<file path="src/rtl/spec_pkg.sv">
// rtl/spec_pkg.sv - shared channel/direction codes, state type and default widths
package spec_pkg;

  localparam int CH_L = 0;
  localparam int CH_R = 1;

  localparam logic DIR_DOWN = 1'b0;
  localparam logic DIR_UP   = 1'b1;

  typedef enum logic [1:0] {
    IDLE,
    DIV,
    EMIT
  } stateT;

  localparam int DEF_BAR_W  = 7;
  localparam int DEF_H_W    = 3;
  localparam int DEF_FRAC_W = 6;
  localparam int DEF_NUM_CH = 2;

endpackage

</file>
<file path="src/rtl/spec_div.sv">
// rtl/spec_div.sv - sequential restoring divider, one quotient bit per cycle
module spec_div #(
  parameter int DVD_W = 13,
  parameter int DVS_W = 4
) (
  input  logic             Clock,
  input  logic             Reset,
  input  logic             Start,
  input  logic [DVD_W-1:0] Dividend,
  input  logic [DVS_W-1:0] Divisor,
  output logic             Done,
  output logic [DVD_W-1:0] Quo
);

  localparam int C_W = $clog2(DVD_W + 1);

  // work shifts dividend bits out of the top while quotient bits enter at the bottom
  logic [DVD_W-1:0] work;
  logic [DVS_W-1:0] rem;
  logic [DVS_W-1:0] dvs;
  logic [C_W-1:0]   cnt;
  logic             running;
  logic [DVS_W:0]   trial;
  logic             fits;

  always_comb begin
    trial = {rem, work[DVD_W-1]};
    fits  = (trial >= {1'b0, dvs});
  end

  always_ff @(posedge Clock) begin
    if (Reset) begin
      work    <= '0;
      rem     <= '0;
      dvs     <= '0;
      cnt     <= '0;
      running <= 1'b0;
      Done    <= 1'b0;
    end else begin
      Done <= 1'b0;
      if (Start) begin
        work    <= Dividend;
        rem     <= '0;
        dvs     <= Divisor;
        cnt     <= C_W'(DVD_W);
        running <= 1'b1;
      end else if (running) begin
        if (fits) begin
          rem  <= DVS_W'(trial - {1'b0, dvs});
          work <= {work[DVD_W-2:0], 1'b1};
        end else begin
          rem  <= trial[DVS_W-1:0];
          work <= {work[DVD_W-2:0], 1'b0};
        end
        cnt <= cnt - 1'b1;
        if (cnt == C_W'(1)) begin
          running <= 1'b0;
          Done    <= 1'b1;
        end
      end
    end
  end

  assign Quo = work;

endmodule

</file>
<file path="src/rtl/spectrum_interpolator.sv">
// rtl/spectrum_interpolator.sv - per-channel linear bar interpolator feeding the sprite writer
// Define SPECINTERP_ROUND_EN for round-half-up intermediates; default truncates.
module spectrum_interpolator
  import spec_pkg::*;
#(
  parameter int BAR_W  = DEF_BAR_W,
  parameter int H_W    = DEF_H_W,
  parameter int FRAC_W = DEF_FRAC_W,
  parameter int NUM_CH = DEF_NUM_CH,
  localparam int CH_W  = (NUM_CH > 1) ? $clog2(NUM_CH) : 1
) (
  input  logic             Clock,
  input  logic             Reset,
  input  logic             Start,
  input  logic             Thru,
  input  logic [CH_W-1:0]  Ch,
  input  logic [BAR_W-1:0] InBar,
  input  logic [H_W-1:0]   H,
  input  logic             SWBusy,
  output logic             SWStart,
  output logic             Busy,
  output logic [BAR_W-1:0] OutBar,
  output logic [CH_W-1:0]  OutCh
);

  localparam int Q_W = BAR_W + FRAC_W;
  localparam int P_W = Q_W + H_W;
  localparam int N_W = H_W + 1;
  localparam logic [CH_W:0] NUM_CH_L = (CH_W + 1)'(NUM_CH);
`ifdef SPECINTERP_ROUND_EN
  localparam logic [P_W-1:0] HALF = P_W'(1) << (FRAC_W - 1);
`else
  localparam logic [P_W-1:0] HALF = '0;
`endif

  stateT            state;
  logic             startQ;
  logic             thruMode;
  logic [CH_W-1:0]  capCh;
  logic [BAR_W-1:0] capIn;
  logic [BAR_W-1:0] capPrev;
  logic [N_W-1:0]   capN;
  logic [N_W-1:0]   k;
  logic             dir;
  logic [Q_W-1:0]   step;
  logic             divStart;
  logic             divDone;
  logic [Q_W-1:0]   divQuo;
  logic [BAR_W-1:0] prevMem [NUM_CH];

  logic             startEdge;
  logic [CH_W-1:0]  chEff;
  logic [BAR_W-1:0] delta;
  logic [P_W-1:0]   prodR;
  logic [BAR_W-1:0] offs;
  logic [BAR_W-1:0] interp;

  always_comb begin
    startEdge = Start & ~startQ;
    chEff     = ({1'b0, Ch} < NUM_CH_L) ? Ch : '0;
    delta     = (capIn > capPrev) ? (capIn - capPrev) : (capPrev - capIn);
    prodR     = P_W'(step) * P_W'(k[H_W-1:0]) + HALF;
    offs      = BAR_W'(prodR >> FRAC_W);
    // the final step lands on the new bar exactly, independent of quotient error
    if (k == capN)        interp = capIn;
    else if (dir == DIR_UP) interp = capPrev + offs;
    else                  interp = capPrev - offs;
  end

  spec_div #(
    .DVD_W(Q_W),
    .DVS_W(N_W)
  ) uDiv (
    .Clock   (Clock),
    .Reset   (Reset),
    .Start   (divStart),
    .Dividend({delta, {FRAC_W{1'b0}}}),
    .Divisor (capN),
    .Done    (divDone),
    .Quo     (divQuo)
  );

  always_ff @(posedge Clock) begin
    if (Reset) begin
      state    <= IDLE;
      startQ   <= 1'b0;
      thruMode <= 1'b0;
      SWStart  <= 1'b0;
      Busy     <= 1'b0;
      OutBar   <= '0;
      OutCh    <= '0;
      divStart <= 1'b0;
      capCh    <= '0;
      capIn    <= '0;
      capPrev  <= '0;
      capN     <= '0;
      k        <= '0;
      dir      <= DIR_DOWN;
      step     <= '0;
      for (int i = 0; i < NUM_CH; i++) prevMem[i] <= '0;
    end else begin
      startQ   <= Start;
      SWStart  <= 1'b0;
      divStart <= 1'b0;
      // bypass keeps Busy up across its own pulse and then tracks the writer
      if (thruMode) begin
        Busy <= SWStart | SWBusy;
        if (!SWStart && !SWBusy) thruMode <= 1'b0;
      end
      case (state)
        IDLE: begin
          if (startEdge && !Busy) begin
            Busy <= 1'b1;
            if (Thru) begin
              OutBar         <= InBar;
              OutCh          <= chEff;
              SWStart        <= 1'b1;
              thruMode       <= 1'b1;
              prevMem[chEff] <= InBar;
            end else begin
              capCh   <= chEff;
              capIn   <= InBar;
              capPrev <= prevMem[chEff];
              dir     <= (InBar > prevMem[chEff]) ? DIR_UP : DIR_DOWN;
              capN    <= N_W'(H) + 1'b1;
              k       <= N_W'(1);
              step    <= '0;
              if (H == '0) begin
                state <= EMIT;
              end else begin
                state    <= DIV;
                divStart <= 1'b1;
              end
            end
          end
        end
        DIV: begin
          if (divDone) begin
            step  <= divQuo;
            state <= EMIT;
          end
        end
        EMIT: begin
          if (SWStart) begin
            if (k > capN) begin
              state          <= IDLE;
              Busy           <= 1'b0;
              prevMem[capCh] <= capIn;
            end
          end else if (!SWBusy) begin
            SWStart <= 1'b1;
            OutBar  <= interp;
            OutCh   <= capCh;
            k       <= k + 1'b1;
          end
        end
        default: state <= IDLE;
      endcase
    end
  end

endmodule

</file>
<file path="config.mk">
export PLATFORM = sky130hd
export DESIGN_NAME = spectrum_interpolator
export DESIGN_NICKNAME = d
export VERILOG_FILES = /design/src/rtl/spec_pkg.sv /design/src/rtl/spec_div.sv /design/src/rtl/spectrum_interpolator.sv
export SDC_FILE = /design/constraint.sdc
export NUM_CORES = 1
export LEC_CHECK = 0
export CAP_MARGIN = 20
export CORE_ASPECT_RATIO = 0.6
export CORE_MARGIN = 1.5
export CORE_UTILIZATION = 30
export DETAILED_ROUTE_END_ITERATION = 10
export HOLD_SLACK_MARGIN = 0.06
export PLACE_DENSITY = 0.46
export SETUP_SLACK_MARGIN = 0.5
export SYNTH_ARGS = -nofsm -noshare
export SYNTH_HDL_FRONTEND = slang
export SYNTH_SLANG_ARGS = --single-unit
</file>
<file path="constraint.sdc">
create_clock -name Clock -period 7.9 [get_ports Clock]
set_input_delay 1.58 -clock Clock [delete_from_list [all_inputs] [get_ports Clock]]
set_output_delay 1.58 -clock Clock [all_outputs]
set_load 0.02 [all_outputs]
</file>
==> out/qor.txt, run 1 <==
mapped cell area: 0.00605 mm^2
Final setup viols: 0
Worst EP required: 8.19 ns
H-tree depth: 3
kind of critical path: flip-flop to flip-flop
worst-path fanout max: 17
antenna diode count: 0
Setup crit end kind: flip-flop
PortBufs: 25
total die area: 0.0211 mm^2
clock sinks: 93
Pins Over Slew Limit: 0
Max-Cap Viols: 0
YS warnings: 0
Final Cycle Share: 0.649
CTS tree: done
root buf cell: clkbuf_16
fillers: 2064
Die Ht: 113 um
multiplexer share of the synthesized area: 0.0635
1st-iter DRT viols: 298
Tmin final: 5.13 ns
Leak: 2.62 nW
Setup TNS: 0 ns
P&R area growth vs syn: 12.4%
Post-DRT Antenna Nets: 0
main combinational cell family by area after synthesis: simple AND/OR/NAND/NOR gates
GRT overflow: 0
Post-Syn Area per Cell: 8.50 um^2
Rows: 40
Core ar.: 0.0199 mm^2
setup repair bufs after CTS: 0
clock skew: 0.0121 ns
Chip Width: 186 um
complex-gate fraction of the synthesized area: 0.166
Main synth FF type: dfxtp_1
overall power: 1.15 mW
# DRC: 0
Vias/cell: 4.97
crit path DAT: 5.41 ns
nets: 795
most common cell in the synthesized netlist: nor2_1
Reg clk slew, reported paths: 0.07 ns
Tightest Hold Check Type: flip-flop to flip-flop
wire per inst: 16.4 um
fraction of registers with async set/reset: 0
global-route wire length before repair: 26200 um
Synth area leader: dfxtp_1
Starting Density: 0.305
number of I/O pins: 26
worst r2r src: k[0]$_SDFFE_PP0P_
RSZ-0062 raised after global routing: no
post-synthesis adder-cell area fraction: 0.148
Post-synth EDFFs: 14
max_slew headroom: 0.358
CTS Buf Count: 9
antenna violations before repair: 0
fmax: 195 MHz
crit path launch type: flip-flop
via count: 4932
Post-Syn Nets: 791
Worst Setup SP: k[0]$_SDFFE_PP0P_
simple-gate share of the synthesized area: 0.182
Post-Synthesis Cells: 712
share of post-route cells with drive strength above 1: 0.0417
Clock Tree Buf Depth: 2
Final GP Congestion: 0.886
XOR/XNOR share of the synthesized area: 0.0486
maximum number of pins on one net before global-route repair: 78
VDD IR-drop max: 0.0000915 V
Tot GR Track Use: 0.159
routed wire length: 16200 um
final hold viol count: 0
Yosys top cell area share: 0.261
number of distinct library cells after synthesis: 62
number of synthesized register bits: 93
pwr dens: 169 mW/mm^2
status: finished clean
most common library cells after synthesis: nor2_1, dfxtp_1, nand2_1, inv_1, ha_1
Resized cells post-CTS: 0
ranking of synthesized cells by area: dfxtp_1, ha_1, edfxtp_1
worst-skew pair later-pin latency: 0.35 ns
Pre-antenna DRT Iters: 6
Post-DP HPWL: 12600 um
measured slew at the worst slew-check pin: 0.961 ns
Hold-fix buffers, CTS: 0
vias in the first global route: 4620
Hold Startpoint: OutBar[0]$_SDFFE_PP0P_
sequential area share after synthesis: 0.331
-- cell usage in the layout, fill, tap and decap left out, types with 3 or more instances in the layout --
cell type and count:
clkbuf_16 9, o2111ai_1 3, mux2i_1 35, a311oi_1 3, nand2_1 73, nor3_1 12
o221ai_1 4, o211ai_1 10, edfxtp_1 14, xor2_1 13, a22oi_1 14, a21oi_1 38
and2_1 11, o21ai_0 11, buf_4 6, a31oi_1 3, clkdlybuf4s50_1 24, dfxtp_1 79
nand3_1 5, or2_1 3, a211oi_1 22, nor2_1 100, nand2b_1 6, xnor2_1 18
o21a_1 4, o21bai_1 4, inv_1 56, nand4_1 7, ha_1 49, nor2b_1 13
o21ai_1 6, a21o_1 5, fa_1 14
-- through the flow --
stage	setup WS (ns)	cell area, um^2	hold slack (ns)	instances	utilization
2_1_floorplan	3.22	6050	0.445	712	-
3_3_place_gp	2.98	6520	0.447	977	0.328
3_5_place_dp	2.79	6520	0.450	977	0.328
4_1_cts	2.77	6790	0.463	992	0.342
5_1_grt	2.34	6800	0.477	993	0.342
6_report	2.77	6800	0.465	993	0.342
-- state kept, by name, summed over array words and instances (netlist names), 2 cells and up --
register	cells
uDiv.Quo	13
capIn	7
OutBar	7
state	2
prevMem	14
uDiv.dvs	4
uDiv.rem	4
step	13
capPrev	7
k	4
capN	4
uDiv.cnt	4
-- per-layer routing --
layer | up-vias | routed length, um | global-route usage | part of all wire
li1 | 2453 | - | - | -
met1 | 2378 | 9660 | 0.265 | 0.59
met2 | 94 | 5890 | 0.203 | 0.36
met3 | 7 | 568 | 0.0264 | 0.035
met4 | 0 | 120 | 0.0358 | 0.0074
met5 | - | 0 | 0 | 0
-- final cells by class --
cell class / instances / area [um^2] / area share
clock buffer: 11 / 243 / 0.0357
clock inverter: 4 / 26.3 / 0.00386
inverter: 56 / 210 / 0.0309
multi-input combinational: 525 / 3690 / 0.542
sequential: 93 / 2000 / 0.294
tap: 273 / 342 / 0.0502
timing repair buffer: 31 / 290 / 0.0427
-- cells by family (layout without fill, tap and decap cells) --
family	count (synthesis)	after routing
AND/OR/NAND/NOR	246	246
AO/OA/AOI/OAI	146	146
buffers and inverters	94	102
flip-flops	93	93
adder cells (fa/ha/maj)	63	63
multiplexers	38	38
XOR/XNOR	32	32
-- final timing paths --
kind	slack [ns]	depth (start not counted)	end
setup reg to reg	2.77	21	OutBar[6]$_SDFFE_PP0P_
setup / recovery	2.77	21	OutBar[6]$_SDFFE_PP0P_
hold reg to reg	0.46	2	OutBar[0]$_SDFFE_PP0P_
hold / removal	0.46	2	OutBar[0]$_SDFFE_PP0P_
-- worst max-delay path: stages (launching register included) --
cell	delay, ns
dfxtp_1	0.68
and2_1	0.23
fa_1	0.42
ha_1	0.31
nand4_1	0.12
o22ai_1	0.37
nor2_1	0.10
nor2b_1	0.21
nor2_1	0.08
xor2_1	0.16
ha_1	0.25
nor2_1	0.12
xor2_1	0.18
xnor2_1	0.16
ha_1	0.29
a21o_1	0.19
a21oi_1	0.23
o21bai_1	0.09
a21oi_1	0.17
xnor2_1	0.14
xnor3_1	0.44
o21ai_1	0.13
-- power breakdown --
| group | internal, mW | switching (mW) | total [mW] |
|---|---|---|---|
| clock | 0.220 | 0.187 | 0.407 |
| combinational | 0.0852 | 0.134 | 0.219 |
| sequential | 0.500 | 0.0234 | 0.523 |
| total | 0.805 | 0.344 | 1.15 |
(Power assumes the default switching activity.)
==> inputs of run 2 (changes only) <==
--- a/config.mk
+++ b/config.mk
@@ -11,7 +11,7 @@
 export CORE_UTILIZATION = 30
 export DETAILED_ROUTE_END_ITERATION = 10
 export HOLD_SLACK_MARGIN = 0.06
-export PLACE_DENSITY = 0.46
+export PLACE_DENSITY = 0.48
 export SETUP_SLACK_MARGIN = 0.5
 export SYNTH_ARGS = -nofsm -noshare
 export SYNTH_HDL_FRONTEND = slang
==> constraint.sdc (replaced) <==
create_clock -name Clock -period 4.67 [get_ports Clock]
set_input_delay 0.934 -clock Clock [delete_from_list [all_inputs] [get_ports Clock]]
set_output_delay 0.934 -clock Clock [all_outputs]
set_load 0.02 [all_outputs]
==> run 2 against run 1 <==
Effect of this change:
- fmax up 22%
- critical path depth stayed put
- core utilization grew 1.6 points
- first-iteration DRC count is 3.0% lower
- count of clock-buffer cells in the layout decreased by 2
- power increased by 82%
- via count is 1.9% higher
- non-clock buffer count up 20
- largest cell class unchanged
- highest routed layer unchanged
==> out/qor.txt, run 2 (same netlist as run 1, synthesis figures left out) <==
Setup TNS: 0 ns (unchanged)
cells along the critical path: and2_4 > fa_1 > ha_4 > a21oi_4 > o22ai_2 > nor2_2 > nor2b_2 > nor2_1 > xor2_1 > ha_2 > nor2_2 > xor2_1 > xnor2_1 > ha_1 > a21o_1 > a21oi_2 > o21bai_1 > a21oi_1 > xnor2_1 > xnor3_1 > o21ai_1
VDD IR-drop max: 0.000163 V (+78%)
max FFs per register: 14 (unchanged)
Post-DRT Antenna Nets: 0 (unchanged)
Largest Register: prevMem
Final Cycle Share: 0.902 (+0.253)
PortBufs: 25 (unchanged)
Max-Cap Viols: 0 (unchanged)
RSZ-0062 raised after global routing: yes
nets: 815 (+2.5%)
commonest non-fill, non-tap cell in the layout: nor2_1
maximum number of pins on one net before global-route repair: 77 (-1.3%)
Tightest Hold Check Type: flip-flop to flip-flop
kind of critical path: flip-flop to flip-flop
Seq pwr share: 0.420 (-0.035)
Crit-path slowest cell: fa_1
Tmin final: 4.21 ns (-0.913 ns)
antenna violations before repair: 1 (+1)
Vias/cell: 4.96 (-0.22%)
CP max stage delay: 0.59 ns (-0.09 ns)
Leak: 2.77 nW (+5.5%)
wire per inst: 15.9 um (-3.1%)
crit path DAT: 4.51 ns (-0.90 ns)
worst-path fanout max: 6 (-11)
internal power: 1.47 mW (+83%)
Rows: 40 (unchanged)
Comb pwr share: 0.175 (-0.016)
H-tree depth: 3 (unchanged)
root buf cell: clkbuf_16
antenna diode count: 0 (unchanged)
P_sw: 0.625 mW (+81%)
share of post-route cells with drive strength above 1: 0.0972 (+0.0555)
Setup crit end kind: flip-flop
Pins Over Slew Limit: 0 (unchanged)
CTS tree: done
CTS Buf Count: 9 (unchanged)
Core ar.: 0.0199 mm^2 (unchanged)
final hold viol count: 0 (unchanged)
Reg clk slew, reported paths: 0.08 ns (about the same)
cell area after placement: 0.00657 mm^2 (+0.65%)
clock share of power: 0.405 (+0.051)
pwr dens: 295 mW/mm^2 (+74%)
Final setup viols: 0 (unchanged)
global-route wire length before repair: 26300 um (+0.53%)
status: finished clean
Clock Tree Buf Depth: 2 (unchanged)
Post-DP HPWL: 12200 um (-3.3%)
crit path launch type: flip-flop
Die Ht: 113 um (unchanged)
total die area: 0.0211 mm^2 (unchanged)
routed wire length: 16100 um (-1.0%)
Worst EP required: 4.96 ns (-3.23 ns)
measured slew at the worst slew-check pin: 0.969 ns (+0.00787 ns)
clock skew: 0.00874 ns (-0.00332 ns)
GRT overflow: 0 (unchanged)
Final GP Congestion: 0.803 (-9.4%)
P&R area growth vs syn: 17.5%
# DRC: 0 (unchanged)
fmax: 237 MHz (+22%)
number of I/O pins: 26 (unchanged)
Pre-antenna DRT Iters: 5 (-1)
clock sinks: 93 (unchanged)
worst-skew pair later-pin latency: 0.36 ns (about the same)
Chip Width: 186 um (unchanged)
Tot GR Track Use: 0.160 (+0.000193)
leading cell types in the layout, fill and taps excluded: nor2_1, dfxtp_1, nand2_1
vias in the first global route: 4817 (+4.3%)
via count: 5025 (+1.9%)
switching share of power: 0.298 (-0.00184)
max_slew headroom: 0.353 (-0.00525)
1st-iter DRT viols: 289 (-3.0%)
Starting Density: 0.305 (unchanged)
Finished Cell Area: 0.00711 mm^2 (+4.6%)
==> run 2: power groups by stage <==
stage	logic (mW)	registers (mW)	clock network, mW
floorplan	0.255	0.890	0
global placement	0.356	0.899	0
detailed placement	0.359	0.900	0
CTS	0.365	0.881	0.870
global route	0.410	0.886	0.901
finish	0.367	0.881	0.850
==> run 2: critical path, delay by kind of cell, from the launching register on <==
kind	cells	cell delay, ns
xor+xnor	5	0.91
compound gates	7	0.93
flops	1	0.37
simple gates	5	0.57
fa+ha+maj	4	1.38
==> run 2: area by class of cell <==
class                           instances  area [um^2]
Timing Repair Buffer                   51          440
Sequential cell                        93         2020
Tap cell                              273          342
Inverter                               56          210
Fill cell                            2050        12800
Clock buffer                            9          225
Clock inverter                          7          114
Multi-Input combinational cell        525         3760
==> run 2: timing repair <==
action	CTS	global route
setup endpoints to repair	4	5
buffers inserted	10	7
hold buffers	0	0
gates resized for setup	10	8
pin swaps	20	14
==> run 2: worst paths after layout <==
| kind | endpoint | start | depth (start not counted) | slack, ns |
|---|---|---|---|---|
| setup / recovery | OutBar[6]$_SDFFE_PP0P_ | k[1]$_SDFFE_PP0P_ | 21 | 0.46 |
| hold / removal | OutBar[0]$_SDFFE_PP0P_ | OutBar[0]$_SDFFE_PP0P_ | 2 | 0.47 |
| setup reg to reg | OutBar[6]$_SDFFE_PP0P_ | k[1]$_SDFFE_PP0P_ | 21 | 0.46 |
| hold reg to reg | OutBar[0]$_SDFFE_PP0P_ | OutBar[0]$_SDFFE_PP0P_ | 2 | 0.47 |
==> run 2: metrics by stage <==
step	worst slack [ns]	utilization	instances	total power [mW]	hold WS, ns
finish	0.456	0.358	1014	2.10	0.475
detailed placement	0.221	0.330	980	1.26	0.457
CTS	0.454	0.354	1006	2.12	0.471
global placement	0.321	0.330	980	1.26	0.445
global route	0.166	0.358	1014	2.20	0.504
floorplan	0.471	-	712	1.15	0.445
==> run 2: per-layer routing <==
layer  global-route usage  wire (um)  up-vias  part of all wire
li1                     -          -     2505                 -
met1                0.254       9000     2412              0.56
met2                0.211       6090       95              0.38
met3               0.0323        819       13             0.051
met4               0.0428        163        0             0.010
met5                    0          0        -                 0
==> inputs of run 3 (changes only) <==
--- a/config.mk
+++ b/config.mk
@@ -6,7 +6,7 @@
 export NUM_CORES = 1
 export LEC_CHECK = 0
 export CAP_MARGIN = 20
-export CORE_ASPECT_RATIO = 0.6
+export CORE_ASPECT_RATIO = 1.2
 export CORE_MARGIN = 1.5
 export CORE_UTILIZATION = 30
 export DETAILED_ROUTE_END_ITERATION = 10
==> run 3 against run 2 <==
Effect of this change:
- worst hold slack worse by 0.011 ns
- clock power shrank 14%
- setup slack lost 0.042 ns
- wire length decreased by 1.3%
- global-route usage decreased by 0.42 points
- clock skew about the same
- sequential power barely moved
- fmax is 0.99% lower
- final cell count decreased by 1.5%
- first-iteration DRC count increased by 4.5%
- sequential share of layout area up 0.22 points
- critical path type unchanged
==> out/qor.txt, run 3 (same netlist as run 1, synthesis figures left out) <==
status: finished clean
Max-Cap Viols: 0 (unchanged)
Core ar.: 0.0197 mm^2 (-0.91%)
Hold Startpoint: OutBar[3]$_SDFFE_PP0P_
CTS tree: done
Seq pwr share: 0.445 (+0.025)
maximum number of pins on one net before global-route repair: 77 (unchanged)
Leak: 2.74 nW (-0.77%)
Layout Cells excl Fill: 999 (-1.5%)
CP max stage delay: 0.48 ns (-0.11 ns)
Tightest Hold Check Type: flip-flop to flip-flop
Rows: 56 (+40%)
Reg clk slew, reported paths: 0.07 ns (about the same)
via count: 4972 (-1.1%)
fmax: 235 MHz (-0.99%)
routed wire length: 15900 um (-1.3%)
root buf cell: clkbuf_16
RSZ-0062 raised after global routing: yes
total die area: 0.0210 mm^2 (-0.12%)
hold path cells: 2 (unchanged)
Final GP Congestion: 0.794 (-1.2%)
Final Core Density: 0.359 (+0.00111)
cells along the critical path: and2_1 > fa_1 > ha_4 > nand4_1 > o22ai_2 > nor2_2 > nor2b_2 > nor2_1 > xor2_1 > ha_2 > nor2_2 > xor2_1 > xnor2_1 > ha_1 > a21o_1 > a21oi_2 > o21bai_1 > a21oi_2 > xnor2_1 > xnor3_1 > o21ai_1
antenna diode count: 0 (unchanged)
PortBufs: 25 (unchanged)
CTS Buf Count: 9 (unchanged)
pre-CTS setup slack: 0.239 ns (+0.0181 ns)
crit path launch type: flip-flop
Setup crit end kind: flip-flop
crit path DAT: 4.55 ns (+0.04 ns)
Starting Density: 0.307 (+0.00279)
nets: 812 (-0.37%)
# DRC: 0 (unchanged)
Inst Count DP: 968 (-1.2%)
internal power: 1.36 mW (-7.5%)
share of post-route cells with drive strength above 1: 0.106 (+0.00853)
final hold viol count: 0 (unchanged)
Final WS setup: 0.414 ns (-0.0420 ns)
worst-skew pair later-pin latency: 0.36 ns (about the same)
clock sinks: 93 (unchanged)
vias in the first global route: 4958 (+2.9%)
Worst EP required: 4.96 ns (about the same)
Worst R2R End: OutBar[6]$_SDFFE_PP0P_
antenna violations before repair: 0 (-1)
Pins Over Slew Limit: 0 (unchanged)
Final setup viols: 0 (unchanged)
1st-iter DRT viols: 302 (+4.5%)
Pre-antenna DRT Iters: 5 (unchanged)
Clock Tree Buf Depth: 2 (unchanged)
Largest Register: prevMem
H-tree depth: 3 (unchanged)
worst-path fanout max: 5 (-1)
clock skew: 0.00893 ns (+0.000183 ns)
switching share of power: 0.310 (+0.0123)
Vias/cell: 4.98 (+0.43%)
worst reg2reg setup slack: 0.41 ns (-0.04 ns)
overall power: 1.97 mW (-5.9%)
kind of critical path: flip-flop to flip-flop
Final Cycle Share: 0.911 (+0.00899)
Setup TNS: 0 ns (unchanged)
P_sw: 0.612 mW (-2.0%)
Post-DRT Antenna Nets: 0 (unchanged)
Crit-path slowest cell: fa_1
P&R area growth vs syn: 16.8%
wire per inst: 15.9 um (+0.22%)
Tot GR Track Use: 0.155 (-0.00425)
Hold Path End: OutBar[3]$_SDFFE_PP0P_
measured slew at the worst slew-check pin: 0.970 ns (+0.000776 ns)
leading cell types in the layout, fill and taps excluded: nor2_1, dfxtp_1, nand2_1
clock share of power: 0.371 (-0.034)
max FFs per register: 14 (unchanged)
Die Ht: 159 um (+40%)
worst r2r src: k[2]$_SDFFE_PP0P_
Post-DP HPWL: 11900 um (-2.2%)
commonest non-fill, non-tap cell in the layout: nor2_1
pwr dens: 279 mW/mm^2 (-5.3%)
global-route wire length before repair: 25900 um (-1.4%)
Chip Width: 133 um (-29%)
Reg2Reg Depth: 21 (unchanged)
VDD IR-drop max: 0.000166 V (+2.0%)
Tmin final: 4.26 ns (+0.0420 ns)
GRT overflow: 0 (unchanged)
number of I/O pins: 26 (unchanged)
Comb pwr share: 0.184 (+0.009)
fillers: 2028 (-1.1%)
max_slew headroom: 0.351 (-0.00202)
Hold-fix buffers, CTS: 0 (unchanged)
## run 3: changes by cell type in the layout (fill, tap and decap cells not counted), sizes merged
cell / previous run / this run
buf: 27 / 24
bufinv: 2 / 0
clkinv: 1 / 2
inv: 60 / 61
## run 3: cell type report
class / count / area, um^2 / area share
inverters: 56 / 210 / 0.0297
clock buffers: 9 / 225 / 0.0319
multi-input cells: 525 / 3810 / 0.538
clock inverters: 7 / 60.1 / 0.00850
repair buffers: 48 / 422 / 0.0596
well taps: 261 / 327 / 0.0462
flip-flops and latches: 93 / 2020 / 0.286
## run 3: per-stage QoR
step | hold slack, ns | area (um^2)
5_1_grt | 0.488 | 7070
4_1_cts | 0.463 | 6950
6_report | 0.464 | 7070
3_3_place_gp | 0.451 | 6550
3_5_place_dp | 0.450 | 6550
2_1_floorplan | 0.445 | 6100
## run 3: worst max-delay path by stage
stage                         start                endpoint  cells past startpoint
3_3_place_gp   step[3]$_SDFFE_PP0P_  OutBar[6]$_SDFFE_PP0P_                     22
5_1_grt        step[2]$_SDFFE_PP0P_  OutBar[6]$_SDFFE_PP0P_                     21
6_report          k[2]$_SDFFE_PP0P_  OutBar[6]$_SDFFE_PP0P_                     21
3_5_place_dp   step[3]$_SDFFE_PP0P_  OutBar[6]$_SDFFE_PP0P_                     22
4_1_cts           k[0]$_SDFFE_PP0P_  OutBar[6]$_SDFFE_PP0P_                     21
2_1_floorplan     k[2]$_SDFFE_PP0P_  OutBar[6]$_SDFFE_PP0P_                     23
## run 3: power groups by stage
stage	Combinational (mW)	Sequential, mW	Clock, mW
finish	0.363	0.879	0.732
global route	0.402	0.884	0.777
CTS	0.360	0.882	0.748
detailed placement	0.355	0.901	0
global placement	0.351	0.900	0
floorplan	0.255	0.890	0
## run 3: worst max-delay path: cells and delay by family, from the launching register on
| kind | cells | cell delay [ns] |
|---|---|---|
| fa+ha+maj | 4 | 1.38 |
| compound gates | 6 | 0.87 |
| xor+xnor | 5 | 0.94 |
| flops | 1 | 0.37 |
| simple gates | 6 | 0.64 |
## run 3: timing repair
action	CTS	global route
buffers inserted	10	5
pin swaps	19	17
gates resized for setup	9	21
gates cloned	0	0
endpoints found under the setup margin	4	5
## run 3: metal layers
metal,track usage,wire length (um),part of all wire,up-vias
met5,0,0,0,-
met2,0.290,8190,0.52,85
li1,-,-,-,2496
met1,0.185,6990,0.44,2373
met3,0.0188,413,0.026,18
met4,0.0513,274,0.017,0
